--- src/rtl/multi_cycle_ctrl.sv ---
`default_nettype none
// ============================================================================
// multi_cycle_ctrl : multi-cycle MIPS control unit (FETCH/DECODE/EXEC/MEM/WB)
//                    with memory handshakes and a retired-instruction counter.
// Optional feature macro: MULTI_CYCLE_CTRL_EXC_EN (illegal-instruction trap).
// Revision: 1.0
// ============================================================================
module multi_cycle_ctrl #(
   parameter int          ALUOP_W    = 5,
   parameter int          CNT_W      = 32,
   parameter logic [31:0] EXC_VECTOR = 32'h0000_0080
) (
   input  logic               clk,
   input  logic               rst_n,
   input  logic [5:0]         op,
   input  logic [5:0]         funct,
   input  logic               zero,
   input  logic               imem_ready,
   input  logic               dmem_ready,
   output logic               imem_req,
   output logic               dmem_req,
   output logic               mem_write,
   output logic               ir_write,
   output logic               pc_write,
   output logic               pc_write_cond,
   output logic [1:0]         s_npc,
   output logic [1:0]         memtoreg,
   output logic [1:0]         reg_dst,
   output logic               reg_write,
   output logic               if_extend,
   output logic               alu_src,
   output logic [ALUOP_W-1:0] aluop,
   output logic [CNT_W-1:0]   instr_cnt
`ifdef MULTI_CYCLE_CTRL_EXC_EN
   ,
   output logic               exc,
   output logic [31:0]        exc_pc
`endif
);

   localparam logic [ALUOP_W-1:0] c_ALU_ADD  = ALUOP_W'(0);
   localparam logic [ALUOP_W-1:0] c_ALU_ADDU = ALUOP_W'(1);
   localparam logic [ALUOP_W-1:0] c_ALU_SUBU = ALUOP_W'(2);
   localparam logic [ALUOP_W-1:0] c_ALU_AND  = ALUOP_W'(3);
   localparam logic [ALUOP_W-1:0] c_ALU_OR   = ALUOP_W'(4);
   localparam logic [ALUOP_W-1:0] c_ALU_SLT  = ALUOP_W'(5);
   localparam logic [ALUOP_W-1:0] c_ALU_LUI  = ALUOP_W'(6);
   localparam logic [ALUOP_W-1:0] c_ALU_NONE = '1;

   localparam logic [5:0] c_OP_RTYPE = 6'b000000;
   localparam logic [5:0] c_OP_J     = 6'b000010;
   localparam logic [5:0] c_OP_JAL   = 6'b000011;
   localparam logic [5:0] c_OP_BEQ   = 6'b000100;
   localparam logic [5:0] c_OP_ADDI  = 6'b001000;
   localparam logic [5:0] c_OP_ADDIU = 6'b001001;
   localparam logic [5:0] c_OP_ANDI  = 6'b001100;
   localparam logic [5:0] c_OP_ORI   = 6'b001101;
   localparam logic [5:0] c_OP_LUI   = 6'b001111;
   localparam logic [5:0] c_OP_LW    = 6'b100011;
   localparam logic [5:0] c_OP_SW    = 6'b101011;

   localparam logic [5:0] c_FN_JR   = 6'b001000;
   localparam logic [5:0] c_FN_ADD  = 6'b100000;
   localparam logic [5:0] c_FN_ADDU = 6'b100001;
   localparam logic [5:0] c_FN_SUBU = 6'b100011;
   localparam logic [5:0] c_FN_AND  = 6'b100100;
   localparam logic [5:0] c_FN_OR   = 6'b100101;
   localparam logic [5:0] c_FN_SLT  = 6'b101010;

`ifdef MULTI_CYCLE_CTRL_EXC_EN
   typedef enum logic [2:0] {
      S_FETCH  = 3'd0,
      S_DECODE = 3'd1,
      S_EXEC   = 3'd2,
      S_MEM    = 3'd3,
      S_WB     = 3'd4,
      S_EXC    = 3'd5
   } state_t;
`else
   typedef enum logic [2:0] {
      S_FETCH  = 3'd0,
      S_DECODE = 3'd1,
      S_EXEC   = 3'd2,
      S_MEM    = 3'd3,
      S_WB     = 3'd4
   } state_t;
`endif

   typedef enum logic [3:0] {
      CLS_ILL  = 4'd0,
      CLS_R    = 4'd1,
      CLS_JR   = 4'd2,
      CLS_J    = 4'd3,
      CLS_JAL  = 4'd4,
      CLS_BEQ  = 4'd5,
      CLS_IALU = 4'd6,
      CLS_LW   = 4'd7,
      CLS_SW   = 4'd8
   } cls_t;

   state_t             r_state;
   state_t             w_next;
   logic               w_retire;
   logic [CNT_W-1:0]   r_instr_cnt;
   logic               w_exc;
   cls_t               w_cls;
   logic [ALUOP_W-1:0] w_aluop;
   logic               w_alu_src;
   logic               w_if_ext;

   // Instruction class and its ALU operand setup, from the IR fields.
   always_comb begin
      w_cls     = CLS_ILL;
      w_aluop   = c_ALU_NONE;
      w_alu_src = 1'b0;
      w_if_ext  = 1'b0;
      case (op)
         c_OP_RTYPE: begin
            case (funct)
               c_FN_ADD:  begin w_cls = CLS_R; w_aluop = c_ALU_ADD;  end
               c_FN_ADDU: begin w_cls = CLS_R; w_aluop = c_ALU_ADDU; end
               c_FN_SUBU: begin w_cls = CLS_R; w_aluop = c_ALU_SUBU; end
               c_FN_AND:  begin w_cls = CLS_R; w_aluop = c_ALU_AND;  end
               c_FN_OR:   begin w_cls = CLS_R; w_aluop = c_ALU_OR;   end
               c_FN_SLT:  begin w_cls = CLS_R; w_aluop = c_ALU_SLT;  end
               c_FN_JR:   w_cls = CLS_JR;
               default:   w_cls = CLS_ILL;
            endcase
         end
         c_OP_J:   w_cls = CLS_J;
         c_OP_JAL: w_cls = CLS_JAL;
         c_OP_BEQ: begin
            w_cls = CLS_BEQ; w_aluop = c_ALU_SUBU; w_if_ext = 1'b1;
         end
         c_OP_ADDI: begin
            w_cls = CLS_IALU; w_aluop = c_ALU_ADD; w_alu_src = 1'b1; w_if_ext = 1'b1;
         end
         c_OP_ADDIU: begin
            w_cls = CLS_IALU; w_aluop = c_ALU_ADDU; w_alu_src = 1'b1; w_if_ext = 1'b1;
         end
         c_OP_ANDI: begin
            w_cls = CLS_IALU; w_aluop = c_ALU_AND; w_alu_src = 1'b1;
         end
         c_OP_ORI: begin
            w_cls = CLS_IALU; w_aluop = c_ALU_OR; w_alu_src = 1'b1;
         end
         c_OP_LUI: begin
            w_cls = CLS_IALU; w_aluop = c_ALU_LUI; w_alu_src = 1'b1; w_if_ext = 1'b1;
         end
         c_OP_LW: begin
            w_cls = CLS_LW; w_aluop = c_ALU_ADDU; w_alu_src = 1'b1; w_if_ext = 1'b1;
         end
         c_OP_SW: begin
            w_cls = CLS_SW; w_aluop = c_ALU_ADDU; w_alu_src = 1'b1; w_if_ext = 1'b1;
         end
         default: w_cls = CLS_ILL;
      endcase
   end

   // Strobes and next state; strobes are forced low while reset is held.
   always_comb begin
      w_next        = r_state;
      w_retire      = 1'b0;
      w_exc         = 1'b0;
      imem_req      = 1'b0;
      dmem_req      = 1'b0;
      mem_write     = 1'b0;
      ir_write      = 1'b0;
      pc_write      = 1'b0;
      pc_write_cond = 1'b0;
      reg_write     = 1'b0;
      if_extend     = 1'b0;
      alu_src       = 1'b0;
      s_npc         = 2'b11;
      memtoreg      = 2'b01;
      reg_dst       = 2'b00;
      aluop         = c_ALU_NONE;
      case (r_state)
         S_FETCH: begin
            imem_req = 1'b1;
            if (imem_ready) begin
               ir_write = 1'b1;
               pc_write = 1'b1;
               w_next   = S_DECODE;
            end
         end
         S_DECODE: begin
            case (w_cls)
               CLS_J: begin
                  pc_write = 1'b1; s_npc = 2'b01; w_next = S_FETCH; w_retire = 1'b1;
               end
               CLS_JR: begin
                  pc_write = 1'b1; s_npc = 2'b10; w_next = S_FETCH; w_retire = 1'b1;
               end
               CLS_JAL: w_next = S_WB;
               CLS_ILL: begin
`ifdef MULTI_CYCLE_CTRL_EXC_EN
                  w_next = S_EXC;
`else
                  w_next   = S_FETCH;
                  w_retire = 1'b1;
`endif
               end
               default: w_next = S_EXEC;
            endcase
         end
         S_EXEC: begin
            aluop     = w_aluop;
            alu_src   = w_alu_src;
            if_extend = w_if_ext;
            case (w_cls)
               CLS_BEQ: begin
                  pc_write_cond = 1'b1; s_npc = 2'b00; w_next = S_FETCH; w_retire = 1'b1;
               end
               CLS_LW, CLS_SW: w_next = S_MEM;
               default:        w_next = S_WB;
            endcase
         end
         S_MEM: begin
            dmem_req  = 1'b1;
            mem_write = (w_cls == CLS_SW);
            if (dmem_ready) begin
               if (w_cls == CLS_SW) begin
                  w_next   = S_FETCH;
                  w_retire = 1'b1;
               end else begin
                  w_next = S_WB;
               end
            end
         end
         S_WB: begin
            reg_write = 1'b1;
            aluop     = w_aluop;
            alu_src   = w_alu_src;
            if_extend = w_if_ext;
            w_next    = S_FETCH;
            w_retire  = 1'b1;
            case (w_cls)
               CLS_R:   reg_dst = 2'b01;
               CLS_LW:  memtoreg = 2'b10;
               CLS_JAL: begin reg_dst = 2'b10; memtoreg = 2'b00; end
               default: reg_dst = 2'b00;
            endcase
         end
`ifdef MULTI_CYCLE_CTRL_EXC_EN
         S_EXC: begin
            w_exc    = 1'b1;
            pc_write = 1'b1;
            w_next   = S_FETCH;
         end
`endif
         default: w_next = S_FETCH;
      endcase
      if (!rst_n) begin
         imem_req      = 1'b0;
         dmem_req      = 1'b0;
         mem_write     = 1'b0;
         ir_write      = 1'b0;
         pc_write      = 1'b0;
         pc_write_cond = 1'b0;
         reg_write     = 1'b0;
         w_exc         = 1'b0;
      end
   end

   always_ff @(posedge clk or negedge rst_n) begin
      if (!rst_n) begin
         r_state     <= S_FETCH;
         r_instr_cnt <= '0;
      end else begin
         r_state <= w_next;
         if (w_retire) begin
            r_instr_cnt <= r_instr_cnt + CNT_W'(1);
         end
      end
   end

   assign instr_cnt = r_instr_cnt;

   // The branch decision is taken by the datapath from pc_write_cond and zero.
`ifdef MULTI_CYCLE_CTRL_EXC_EN
   assign exc    = w_exc;
   assign exc_pc = EXC_VECTOR;
   logic w_unused;
   assign w_unused = zero;
`else
   logic w_unused;
   assign w_unused = ^{zero, w_exc, EXC_VECTOR};
`endif

endmodule
`default_nettype wire
--- config.mk ---
export PLATFORM = sky130hd
export DESIGN_NAME = multi_cycle_ctrl
export DESIGN_NICKNAME = d
export VERILOG_FILES = /design/src/rtl/multi_cycle_ctrl.sv
export SDC_FILE = /design/constraint.sdc
export NUM_CORES = 1
export LEC_CHECK = 0
export ABC_AREA = 1
export CORE_MARGIN = 2
export CORE_UTILIZATION = 50
export DETAILED_ROUTE_END_ITERATION = 8
export PLACE_DENSITY = 0.92
export SYNTH_ARGS = -nofsm -noshare
export SYNTH_HDL_FRONTEND = slang
export SYNTH_SLANG_ARGS = --single-unit
--- constraint.sdc ---
create_clock -name clk -period 1.9 [get_ports clk]
set_clock_uncertainty 0.2 [all_clocks]
set_input_delay 0.285 -clock clk [delete_from_list [all_inputs] [get_ports clk]]
set_output_delay 0.285 -clock clk [all_outputs]
set_load 0.1 [all_outputs]
==> results list, run 1 <==
- Final GP Congestion: 1.02
- sky130_fd_sc_hd__nand2_1 is the most common cell in the netlist.
* Placed instance area: 0.00484 mm²
- Yosys cell types: 32
* Main combinational cell family by area after synthesis: simple AND/OR/NAND/NOR gates
* Dominant register cell in the synthesized netlist: sky130_fd_sc_hd__dfrtp_1
* Portion of the post-synthesis area used by sequential elements: 31.1%
* Syn nets: 442
- Synthesized instance count: 424
- For this run, the number of Yosys warnings is 0.
- Initial standard-cell utilization of the core: 51.5%
- Xor and xnor fraction of the mapped netlist area: 9.32%
* Count of hold buffers inserted by post-cts repair: 0
- Number of input and output port buffers inserted: 67
- Post-synthesis share of cell area spent on and, or, nand and nor gates: 47.7%
- Average cell area after synthesis: 6.65 µm²
* Error that halted the flow: [ERROR DPL-0038] Utilization greater than 100%, impossible to legalize
- The synthesized design contains 35 register bits.
- From bottom edge to top edge, the die measures 79.1 µm.
- The H-tree was split into 2 levels.
- The synthesized netlist devotes 2.93% of its cell area to compound gates.
- Summed over all instances, the cell type with the most area after synthesis is sky130_fd_sc_hd__dfrtp_1.
* Async set or reset register ratio after synthesis: 100%
- Counting instances in the post-synthesis netlist gives the leading cell types as sky130_fd_sc_hd__nand2_1, sky130_fd_sc_hd__nor2_1, sky130_fd_sc_hd__nand4_1.
- The flow halted during 4_1_cts.
- Summed instance area of the synthesized netlist: 0.00282 mm²
- During I/O placement, the number of pins put on the boundary was 69.
* Total clock buffers created by CTS: 5
* Number of post-CTS setup repair buffers: 30
* Synthesized-area fraction occupied by adder cells: 0.444%
- The longest clock path from root to sink contains 2 buffers.
* Result of the run: stopped before the end
- Count of instances resized after the clock tree is built: 154
- Yosys mapped a number of flops with a built-in enable equal to 0.
- Top post-synthesis cells by area: sky130_fd_sc_hd__dfrtp_1, sky130_fd_sc_hd__nand2_1, sky130_fd_sc_hd__nand4_1
* Die Span X: 79.1 µm
- Share of the synthesized area in the top cell type: 31.1%
* Buffer type at the clock tree root: sky130_fd_sc_hd__clkbuf_8
- The initialized floorplan defines 27 standard-cell rows.
- Multiplexer fraction of the synthesized cell area: 0%
* Sinks on the clock net: 35
- Detailed placement HPWL: 9.46 mm
## cell families after synthesis
group	count (synthesis)
adders and majority gates	1
AOI/OAI and AO/OA	14
DFF	35
buffers and inverters	56
xor gates and xnor gates	30
and+or+nand+nor	288
## through the flow
step           cells  worst slack [ns]  setup TNS, ns  util [%]
2_1_floorplan    424            -0.723          -3.35         -
3_3_place_gp     597            -0.762         -33.57      88.4
3_5_place_dp     597             -1.04         -44.07      88.4
==> run 2, diff against run 1 <==
Settings changed: CORE_UTILIZATION 50 to 40, PLACE_DENSITY 0.92 to unset, PLACE_DENSITY_LB_ADDON set to 0.15.
==> run 2 against run 1 <==
  * The flow now finishes, with violations (negative setup slack)
  * Synthesized area unchanged
  * Synthesized cell count unchanged
==> results list, run 2 <==
- Worst VDD drop: 0.984 mV
* Result of the run: finished, violations left
- Die Span X: 88.0 µm
* Clock latency on the worst-skew pair: 0.30 ns
* Final Max Tran Viols: 0
* Cell count of the worst reg-to-reg path: 12
- The first detailed-routing pass ran for 6 iterations.
* YS warnings: 0
* Maximum achievable frequency: 0.421 GHz
- Buffer type at the clock tree root: sky130_fd_sc_hd__clkbuf_8
- Critical path type: flip-flop to output pin
* Die outline area: 0.00774 mm²
- Number of nets in the layout: 599
- Data arrival time of the critical path: 1.89 ns
* Data required, critical path: 1.41 ns
- The via count of the first global-routing pass came to 3673.
- Reported max-cap violation count: 0
* Detailed placement HPWL: 7.57 mm
* Synthesized instance count: 424
- Summed instance area of the synthesized netlist: 0.00282 mm²
- Summed over all instances, the cell type with the most area after synthesis is sky130_fd_sc_hd__dfrtp_1.
- For this configuration, the core starts out at a cell density of 41.5%.
- Relative to the synthesized area, the layout overhead comes to 107%.
- Headroom to the max-slew limit came out at 65.7%.
* Antenna violation net count after detailed routing: 0
- Antenna diode count: 0
* Dominant register cell in the synthesized netlist: sky130_fd_sc_hd__dfrtp_1
- Setup violations remaining at the end of the flow were counted as 53.
- Number of synthesized flops with an enable pin: 0
- Final-report hold violation count: 0
- STA classifies the critical path startpoint as a flip-flop.
* Final worst slack: -0.477 ns
- Post-DR wirelength/cell: 19.7 µm
- Core box area: 0.00679 mm²
- The initial antenna violation count came to 0.
- Sequential standard cell area: 968 µm²
- Placed cell count: 636
- After detailed routing, the number of vias per cell comes to 5.85.
* Area occupied by multi-input gates: 0.00241 mm²
- FF-to-FF setup slack: -0.23 ns
- The clock passes through at most 2 buffers.
- In this run the critical register-to-register path is captured at instr_cnt[8].
* Post-layout min period: 2.38 ns
* Worst-margin pin slew: 0.514 ns
- Of the synthesized area, sequential elements account for 31.1%.
- The number of nets handed over by synthesis was 442.
- In this run the most critical hold path is launched from instr_cnt[19].
- Standard-cell row count: 30
* Sinks on the clock net: 35
* Register bit count reported by yosys: 35
- The first global-routing pass estimated 17.8 mm of wire.
* Start of the worst register-to-register path: r_state[0]
- Of all flip-flops after synthesis, the portion carrying an async set or reset was 100%.
- Total power for the finished layout comes to 4.91 mW.
* RSZ-0062 raised after global routing: yes
- After synthesis, the netlist uses 32 different library cells.
* Termination of the worst setup path: aluop[0]
- After clock tree synthesis, the clock-pin slew on the worst setup and hold paths is 0.09 ns.
- During I/O placement, the number of pins put on the boundary was 69.
- Wirelength, routed: 13.4 mm
* Commonest non-fill, non-tap cells in the layout: sky130_fd_sc_hd__nand2_1, sky130_fd_sc_hd__buf_4, sky130_fd_sc_hd__buf_12
- Number of input and output port buffers inserted: 67
- The H-tree was split into 2 levels.
- Of the cells placed in the final design, the portion with a size suffix greater than 1 is 59.3%.
- Chip height: 88.0 µm
* Top post-synthesis cells by area: sky130_fd_sc_hd__dfrtp_1, sky130_fd_sc_hd__nand2_1, sky130_fd_sc_hd__nand4_1
- Leakage component of the power: 2.71 nW
* Final GP Congestion: 0.913
* Path category of the worst min-delay check: flip-flop to flip-flop
- Type of element capturing the critical path: output pin
* DRC violation count after routing: 0
* Gr ovfl total: 0
- Timing analysis after detailed placement gives a worst setup slack of -0.727 ns.
* Total of fill cells in the finished design: 335
- DRC marker count from the first detailed-route iteration: 350
- For this run, the total global-route usage over all layers was measured as 29.4%.
- Leading cell type by number of instances after synthesis: sky130_fd_sc_hd__nand2_1
- The commonest cells after synthesis are sky130_fd_sc_hd__nand2_1, sky130_fd_sc_hd__nor2_1, sky130_fd_sc_hd__nand4_1.
- Critical path startpoint: r_state[0]
* Flip-flop count of the largest register, all copies and words added: 32
- Power density over cell area: 841 mW/mm²
* Total clock buffers created by CTS: 5
- Failing checks: negative setup slack
- Share of the synthesized area in the top cell type: 31.1%
* Part of the cycle the worst path needs: 125%
- Excluding fillers, the count of instances in the completed layout stands at 678.
- Detailed routing inserted a total of 3963 vias.
- A synthesized cell averages 6.65 µm².
- Maximum number of pins on one net before global-route repair: 36
* TritonCTS clock tree: done
- Maximum net fanout on the critical path: 3
==> run 2: cell counts after synthesis <==
Identical to the previous run, type by type.
==> run 2: cells by family (layout without fill, tap and decap cells) <==
kind of cell / after synthesis / count (layout) / share of synthesized area [%]
simple gates: 288 / 288 / 47.7
compound gates: 14 / 14 / 2.93
buf+inv: 56 / 214 / 8.52
fa+ha+maj: 1 / 1 / 0.444
xor+xnor: 30 / 30 / 9.32
flops: 35 / 35 / 31.1
==> run 2: worst min path at each step <==
stage | end | slack (ns) | depth (start not counted)
6_report | instr_cnt[19] | 0.44 | 2
5_1_grt | instr_cnt[19] | 0.47 | 2
4_1_cts | instr_cnt[29] | 0.42 | 2
3_5_place_dp | instr_cnt[30] | 0.23 | 2
3_3_place_gp | instr_cnt[31] | 0.22 | 2
2_1_floorplan | instr_cnt[19] | -0.21 | 0
==> run 2: through the flow <==
stage	util, %	hold slack (ns)	TNS [ns]	area, µm²
final	85.9	0.440	-13.86	5840
after detailed placement	73.8	0.229	-31.20	5010
after global routing	85.9	0.466	-17.34	5840
after floorplan	-	-0.211	-3.35	3260
after global placement	73.8	0.223	-28.38	5010
after CTS	78.8	0.420	-4.08	5360
==> run 2: per-layer routing <==
metal  wire, µm  global-route usage [%]  vias up
li1           -                       -     1722
met1       5160                    37.6     1932
met4        547                    10.9        0
met5          0                       0        -
met2       6690                    48.8      244
met3        985                    6.22       65
==> run 2: report_power, final <==
group,switching [mW],internal [mW]
sequential,0.113,0.840
clock,0.326,0.257
combinational,2.01,1.36
total,2.45,2.46
==> run 2: cell type report <==
type	count	area share, %
repair buffers	163	35.3
inverters	43	3.26
flip-flops and latches	35	16.6
multi-input cells	333	41.3
clock inverters	2	0.214
well taps	96	2.06
clock buffers	6	1.24
==> run 2: critical path, cell delays in order (launching register included) <==
cell and delay, ns:
sky130_fd_sc_hd__dfrtp_2 0.47, sky130_fd_sc_hd__nor2_2 0.11, sky130_fd_sc_hd__inv_1 0.08, sky130_fd_sc_hd__nor2_2 0.14, sky130_fd_sc_hd__nor2_2 0.08, sky130_fd_sc_hd__inv_2 0.08, sky130_fd_sc_hd__nand2_2 0.08, sky130_fd_sc_hd__nor2_4 0.17
sky130_fd_sc_hd__buf_6 0.12, sky130_fd_sc_hd__nand3_4 0.07, sky130_fd_sc_hd__buf_12 0.17
==> run 2: timing repair <==
item / CTS / global route
cloned: 1 / 3
pin swaps: 37 / 39
setup endpoints to repair: 53 / 54
setup buffers: 20 / 15
hold buffers: 1 / 0
hold endpoints to repair: 35 / 0
gates resized for setup: 92 / 98
Power figures use the tool's default switching activity.
==> run 3, diff against run 2 <==
Settings changed: RECOVER_POWER set to 25, TNS_END_PERCENT set to 100.
==> run 3 against run 2 <==
  * The run still ends with negative setup slack left
  * Register-to-register slack hardly changed
  * Non-clock buffer count stayed put
  * Die area stayed put
  * Combinational power hardly changed
  * Final cell count stayed put
  * Largest cell class unchanged
  * Total power hardly changed
  * Critical path depth stayed put
  * Critical endpoint unchanged
==> results list, run 3 (synthesis results as in run 2) <==
* Result of the run: finished, violations left
- Failing checks: negative setup slack
- Die Span X: 88.0 µm
- Leakage component of the power: 2.71 nW
- The worst hold path was traced through 2 stages.
* Part of the cycle the worst path needs: 126%
- Combinational cells account for 68.7% of the total power.
- After layout, the minimum clock period comes to 2.39 ns.
* Data required, critical path: 1.41 ns
* Detailed placement HPWL: 7.57 mm
* Commonest non-fill, non-tap cells in the layout: sky130_fd_sc_hd__nand2_1, sky130_fd_sc_hd__buf_4, sky130_fd_sc_hd__buf_12
* Path category of the worst min-delay check: flip-flop to flip-flop
- Clock power frac: 11.9%
- P_int: 2.46 mW
- Cell count of the worst reg-to-reg path: 12
* Sinks on the clock net: 35
* Flip-flop count of the largest register, all copies and words added: 32
- Part of the total power dissipated in sequential elements: 19.4%
- Tot Pwr: 4.91 mW
- Max-cap violations in this run came to 0.
- In this run the worst path has a maximum fanout of 3.
- Antenna diode count: 0
- The area growth from synthesis to layout is 107%.
- Commonest non-fill, non-tap cell in the layout: sky130_fd_sc_hd__nand2_1
- The worst setup path is of the flip-flop to output pin kind.
* Top-level I/O count: 69
- Number of input and output port buffers inserted: 67
* Wirelength, routed: 13.4 mm
* Buffer type at the clock tree root: sky130_fd_sc_hd__clkbuf_8
* Maximum achievable frequency: 0.419 GHz
- Setup violations remaining at the end of the flow were counted as 53.
- The first global-routing pass estimated 17.8 mm of wire.
* FF-to-FF setup slack: -0.23 ns
- Number of global-route vias before repair: 3673
- TritonCTS clock tree: done
* Power dissipated by switching net loads: 2.45 mW
- In this run the critical register-to-register path is captured at instr_cnt[8].
- Start of the worst register-to-register path: r_state[0]
* Number of nets in the layout: 599
* Die outline area: 0.00774 mm²
- Power density over cell area: 842 mW/mm²
* Antenna violations before repair: 0
- Gr ovfl total: 0
- Buffer levels on the longest clock path: 2
- Routed vias: 3966
- DRC marker count from the first detailed-route iteration: 350
- The count of final hold-check violations was 0.
* Initial standard-cell utilization of the core: 41.5%
- Final Max Tran Viols: 0
- At the worst endpoint, the arrival time is 1.90 ns.
- Worst Hold End: instr_cnt[19]
- Type of element capturing the critical path: output pin
* Final worst slack: -0.487 ns
- H-tree depth reported by CTS: 2
* Critical Path Source Type: flip-flop
- Fraction of final layout cells with drive strength greater than 1: 59.1%
- Clock latency on the worst-skew pair: 0.30 ns
- Total clock buffers created by CTS: 5
- Via-per-instance ratio: 5.85
- Summing all flip-flop and latch instances after layout gives 968 µm².
* Total of fill cells in the finished design: 337
- Slew headroom: 33.1%
- Setup repair after global routing could not meet its margin everywhere.
- In this run the most critical hold path is launched from instr_cnt[19].
- For this run, the share of the core covered by cells in the final layout is 85.9%.
- Global routing used 29.4% of the available tracks.
- Area occupied by multi-input gates: 0.00241 mm²
* Clock transition at the registers of the reported paths: 0.09 ns
- Core box area: 0.00679 mm²
- Entering global routing, the biggest net connects 36 pins.
- DRC violation count after routing: 0
- Post-DR wirelength/cell: 19.8 µm
- Final GP Congestion: 0.913
- Number of search-and-repair iterations in the first detailed-routing pass: 5
- Chip height: 88.0 µm
* Standard-cell row count: 30
- Worst VDD drop: 0.984 mV
- The count of nets left with antenna violations once routing finished came out at 0.
- Switching Fraction: 49.9%
- At the pin with the least slew margin, the transition time is 1.00 ns.
-- run 3: changes by cell type in the layout (fill, tap and decap cells not counted) --
cell / change
sky130_fd_sc_hd__clkbuf_1: +1
sky130_fd_sc_hd__buf_2: -1
sky130_fd_sc_hd__buf_4: -1
sky130_fd_sc_hd__clkbuf_2: +1
-- run 3: worst max-delay path by stage --
stage | slack [ns] | from | endpoint
detailed placement | -0.73 | op[2] | aluop[2]
global placement | -0.69 | op[3] | aluop[2]
finish | -0.49 | r_state[0] | aluop[0]
global route | -0.56 | r_state[0] | aluop[2]
CTS | -0.32 | r_state[0] | aluop[2]
floorplan | -0.72 | funct[5] | aluop[2]
-- run 3: metal layers --
metal | vias to the layer above | wire [µm] | global-route usage (%) | share of wire [%]
met3 | 69 | 1010 | 6.22 | 7.5
met1 | 1929 | 5130 | 37.6 | 38
met4 | 0 | 575 | 10.9 | 4.3
li1 | 1720 | - | - | -
met5 | - | 0 | 0 | 0
met2 | 248 | 6690 | 48.8 | 50
-- run 3: worst max-delay path: stages, from the launching register on --
cell	delay, ns
sky130_fd_sc_hd__dfrtp_2	0.47
sky130_fd_sc_hd__nor2_2	0.11
sky130_fd_sc_hd__inv_1	0.08
sky130_fd_sc_hd__nor2_2	0.14
sky130_fd_sc_hd__nor2_2	0.08
sky130_fd_sc_hd__inv_2	0.09
sky130_fd_sc_hd__nand2_2	0.08
sky130_fd_sc_hd__nor2_4	0.17
sky130_fd_sc_hd__buf_6	0.12
sky130_fd_sc_hd__nand3_4	0.07
sky130_fd_sc_hd__buf_12	0.17
-- run 3: per-stage QoR --
step	cell area (µm²)	setup WS, ns	hold WS [ns]	TNS, ns	instances
final	5830	-0.487	0.439	-13.80	678
after CTS	5360	-0.324	0.420	-4.08	664
after floorplan	3260	-0.723	-0.211	-3.35	424
after global placement	5010	-0.687	0.223	-28.38	636
after global routing	5830	-0.556	0.466	-21.87	678
after detailed placement	5010	-0.727	0.229	-31.20	636
-- run 3: final cells by class --
class                   instances  area share [%]
inverters                      43            3.26
clock buffers                   6            1.24
flip-flops and latches         35            16.6
clock inverters                 2           0.214
well taps                      96            2.06
repair buffers                163            35.3
multi-input cells             333            41.4
-- run 3: repair_timing --
action | in CTS | in global routing
pin swaps | 37 | 39
endpoints found under the setup margin | 53 | 54
setup buffers | 20 | 15
gates resized for setup | 92 | 98
hold buffers | 1 | 0
endpoints found under the hold margin | 35 | 0
gates cloned | 1 | 3
-- run 3: power by group through the flow --
stage	clock [mW]	combinational, mW	sequential (mW)
2_1_floorplan	0	1.17	1.25
3_3_place_gp	0	2.45	0.931
3_5_place_dp	0	2.48	0.936
4_1_cts	0.558	2.64	0.924
5_1_grt	0.602	3.46	0.958
6_report	0.583	3.37	0.954
==> run 4, diff against run 3 <==
Settings changed: CORE_UTILIZATION 40 to 35, SLEW_MARGIN set to 10.
==> run 4 against run 3 <==
  * Final cell count did not move
  * Clock power up 17%
  * The flow still finishes with violations (negative setup slack)
  * Total power is 11% lower
  * Via count down 12%
  * Clock-buffer cell count decreased by 1
  * Hold slack got worse by 0.015 ns
  * Combinational power fell by 18%
  * Die area rose by 14%
  * Sequential cell count unchanged
  * Design area fell by 4.9%
  * Register-to-register slack improved by 0.12 ns
  * Worst setup slack improved by 0.15 ns
==> results list, run 4 (synthesis results as in run 2) <==
* Global router's overall resource usage: 23.9%
* Reported max-cap violation count: 0
* Buffer levels on the longest clock path: 2
- STA classifies the critical path endpoint as an output pin.
- Antenna violations before repair: 0
- Buffer type at the clock tree root: sky130_fd_sc_hd__clkbuf_8
- Worst-margin pin slew: 0.884 ns
- Dividing the detail-routed via count by the number of cells gives 5.17.
* Fraction of final layout cells with drive strength greater than 1: 51.0%
- Antenna diode count: 0
- Area of all placed cells without fillers: 0.00555 mm²
- Summing all placed instances gives a cell area of 0.00508 mm².
* Commonest non-fill, non-tap cell in the layout: sky130_fd_sc_hd__nand2_1
* Die outline area: 0.00879 mm²
- In this run the power density over the cells is 791 mW/mm².
- For this block, the routed nets add up to 10.2 mm of wire.
* Die Span X: 93.8 µm
- Final Util: 71.4%
- Leakage component of the power: 2.48 nW
* Critical path type: flip-flop to output pin
- Number of search-and-repair iterations in the first detailed-routing pass: 4
- The top cell types in the final layout, fill and taps aside, are sky130_fd_sc_hd__nand2_1, sky130_fd_sc_hd__buf_4, sky130_fd_sc_hd__buf_12.
- Slew headroom: 41.1%
* Clock transition at the registers of the reported paths: 0.08 ns
* Routed vias: 3504
- Worst VDD drop: 0.811 mV
* Final-report hold violation count: 0
* Path category of the worst min-delay check: flip-flop to flip-flop
- Across all setup checks in the final design, the least slack found is -0.339 ns.
- At the later pin of the worst-skew pair, clock insertion delay measures 0.29 ns.
- Chip height: 93.8 µm
- For this run the aggregate overflow at the end of global routing stands at 0.
- In this run the tool buffered the top-level ports with 67 buffer cells.
* Maximum net fanout on the critical path: 3
- The checks that failed: negative setup slack.
- The total area inside the core boundary comes to 0.00777 mm².
- For this run, design rule violations remaining after detail routing come to 0.
- Static timing analysis puts the maximum clock frequency at 0.447 GHz.
- Growth of design area from synthesis to finish: 96.7%
- Non-filler instance count after layout: 678
* Data required, critical path: 1.41 ns
* TritonCTS clock tree: done
- The clock net in this run drives a total of 35 sinks.
- RSZ-0062 raised after global routing: yes
- Critical Path Source Type: flip-flop
- The via count of the first global-routing pass came to 3674.
- In the finished design, the share of the clock period the worst path needs comes to 118%.
- Placed cell count: 651
- In the final routed layout, each cell accounts on average for 15.0 µm.
* H-tree depth reported by CTS: 2
* Maximum number of pins on one net before global-route repair: 36
- The congestion estimate from routability-driven global placement came to 0.903.
* Global-route wire length before repair: 16.9 mm
- Result of the run: finished, violations left
* Post-layout min period: 2.24 ns
- Total clock buffers created by CTS: 5
- Count of endpoints failing setup in the final report: 22
- In this run, the number of DRC markers left after iteration 0 of detailed routing was 163.
- The initial utilization of the core area, before any placement, comes to 36.3%.
- For the worst setup path, the data arrival time is 1.75 ns.
* Top-level I/O count: 69
- Fill cells in the final layout number 572.
* Antenna violation net count after detailed routing: 0
- Detailed placement HPWL: 7.53 mm
* Number of nets in the layout: 593
- Final Max Tran Viols: 0
- Standard-cell row count: 32
- Flip-flop count of the largest register, all copies and words added: 32
[run 4: cell count changes in the layout (fill, tap and decap cells not counted), moves of 4 or more]
cell | previous run | this run
sky130_fd_sc_hd__nand2_1 | 73 | 117
sky130_fd_sc_hd__clkbuf_16 | 4 | 0
sky130_fd_sc_hd__buf_4 | 72 | 67
sky130_fd_sc_hd__nand2_4 | 20 | 5
sky130_fd_sc_hd__nand2_2 | 42 | 13
[run 4: layout make-up]
cell class,instances,area [µm²],share of cell area (%)
Clock buffer,5,68.8,1.24
Multi-Input combinational cell,333,2200,39.7
Tap cell,102,128,2.30
Clock inverter,3,43.8,0.790
Sequential cell,35,968,17.5
Inverter,43,191,3.45
Timing Repair Buffer,157,1950,35.1
[run 4: timing repair]
action                                  in CTS  in global routing
endpoints found under the setup margin      53                 54
hold buffers                                 1                  0
setup buffers                               15                  4
gates resized for setup                     88                 31
endpoints found under the hold margin       35                  0
pin swaps                                   34                  9
[run 4: worst max-delay path: stages (launching register included)]
cell	delay [ns]
sky130_fd_sc_hd__dfrtp_2	0.44
sky130_fd_sc_hd__nor2_2	0.13
sky130_fd_sc_hd__inv_2	0.06
sky130_fd_sc_hd__nor2_4	0.12
sky130_fd_sc_hd__buf_6	0.13
sky130_fd_sc_hd__buf_6	0.11
sky130_fd_sc_hd__clkinvlp_4	0.15
sky130_fd_sc_hd__nor2_4	0.14
sky130_fd_sc_hd__buf_12	0.18
[run 4: path summary, 6_finish.rpt]
check | start | endpoint | slack [ns] | cells past startpoint
worst max register to register | r_state[2] | r_state[0] | -0.11 | 9
worst max-delay path | r_state[0] | reg_dst[1] | -0.34 | 8
worst min-delay path | instr_cnt[31] | instr_cnt[31] | 0.42 | 2
worst min register to register | instr_cnt[31] | instr_cnt[31] | 0.42 | 2
max in group asynchronous | rst_n | instr_cnt[21] | 0.26 | 3
min in group asynchronous | rst_n | instr_cnt[22] | 0.58 | 3
[run 4: stage by stage]
stage,setup TNS (ns),hold WS (ns),total power [mW],setup slack [ns]
after floorplan,-3.35,-0.211,2.42,-0.723
after global placement,-28.17,0.160,3.39,-0.678
after detailed placement,-30.22,0.177,3.44,-0.723
after CTS,-4.66,0.405,4.22,-0.324
after global routing,-8.56,0.457,4.58,-0.424
final,-5.30,0.424,4.39,-0.339
[run 4: metal layers]
layer	part of all wire, %	track usage [%]	up-vias
met5	0	0	-
met4	1.6	7.49	0
met3	5.0	4.49	18
met2	51	40.6	118
met1	43	30.6	1660
li1	-	-	1708
[run 4: where the power goes]
group          internal, mW  switching [mW]  total, mW
Sequential            0.840          0.0818      0.922
Clock                 0.391           0.289      0.680
Combinational          1.09            1.70       2.78
Total                  2.32            2.07       4.39
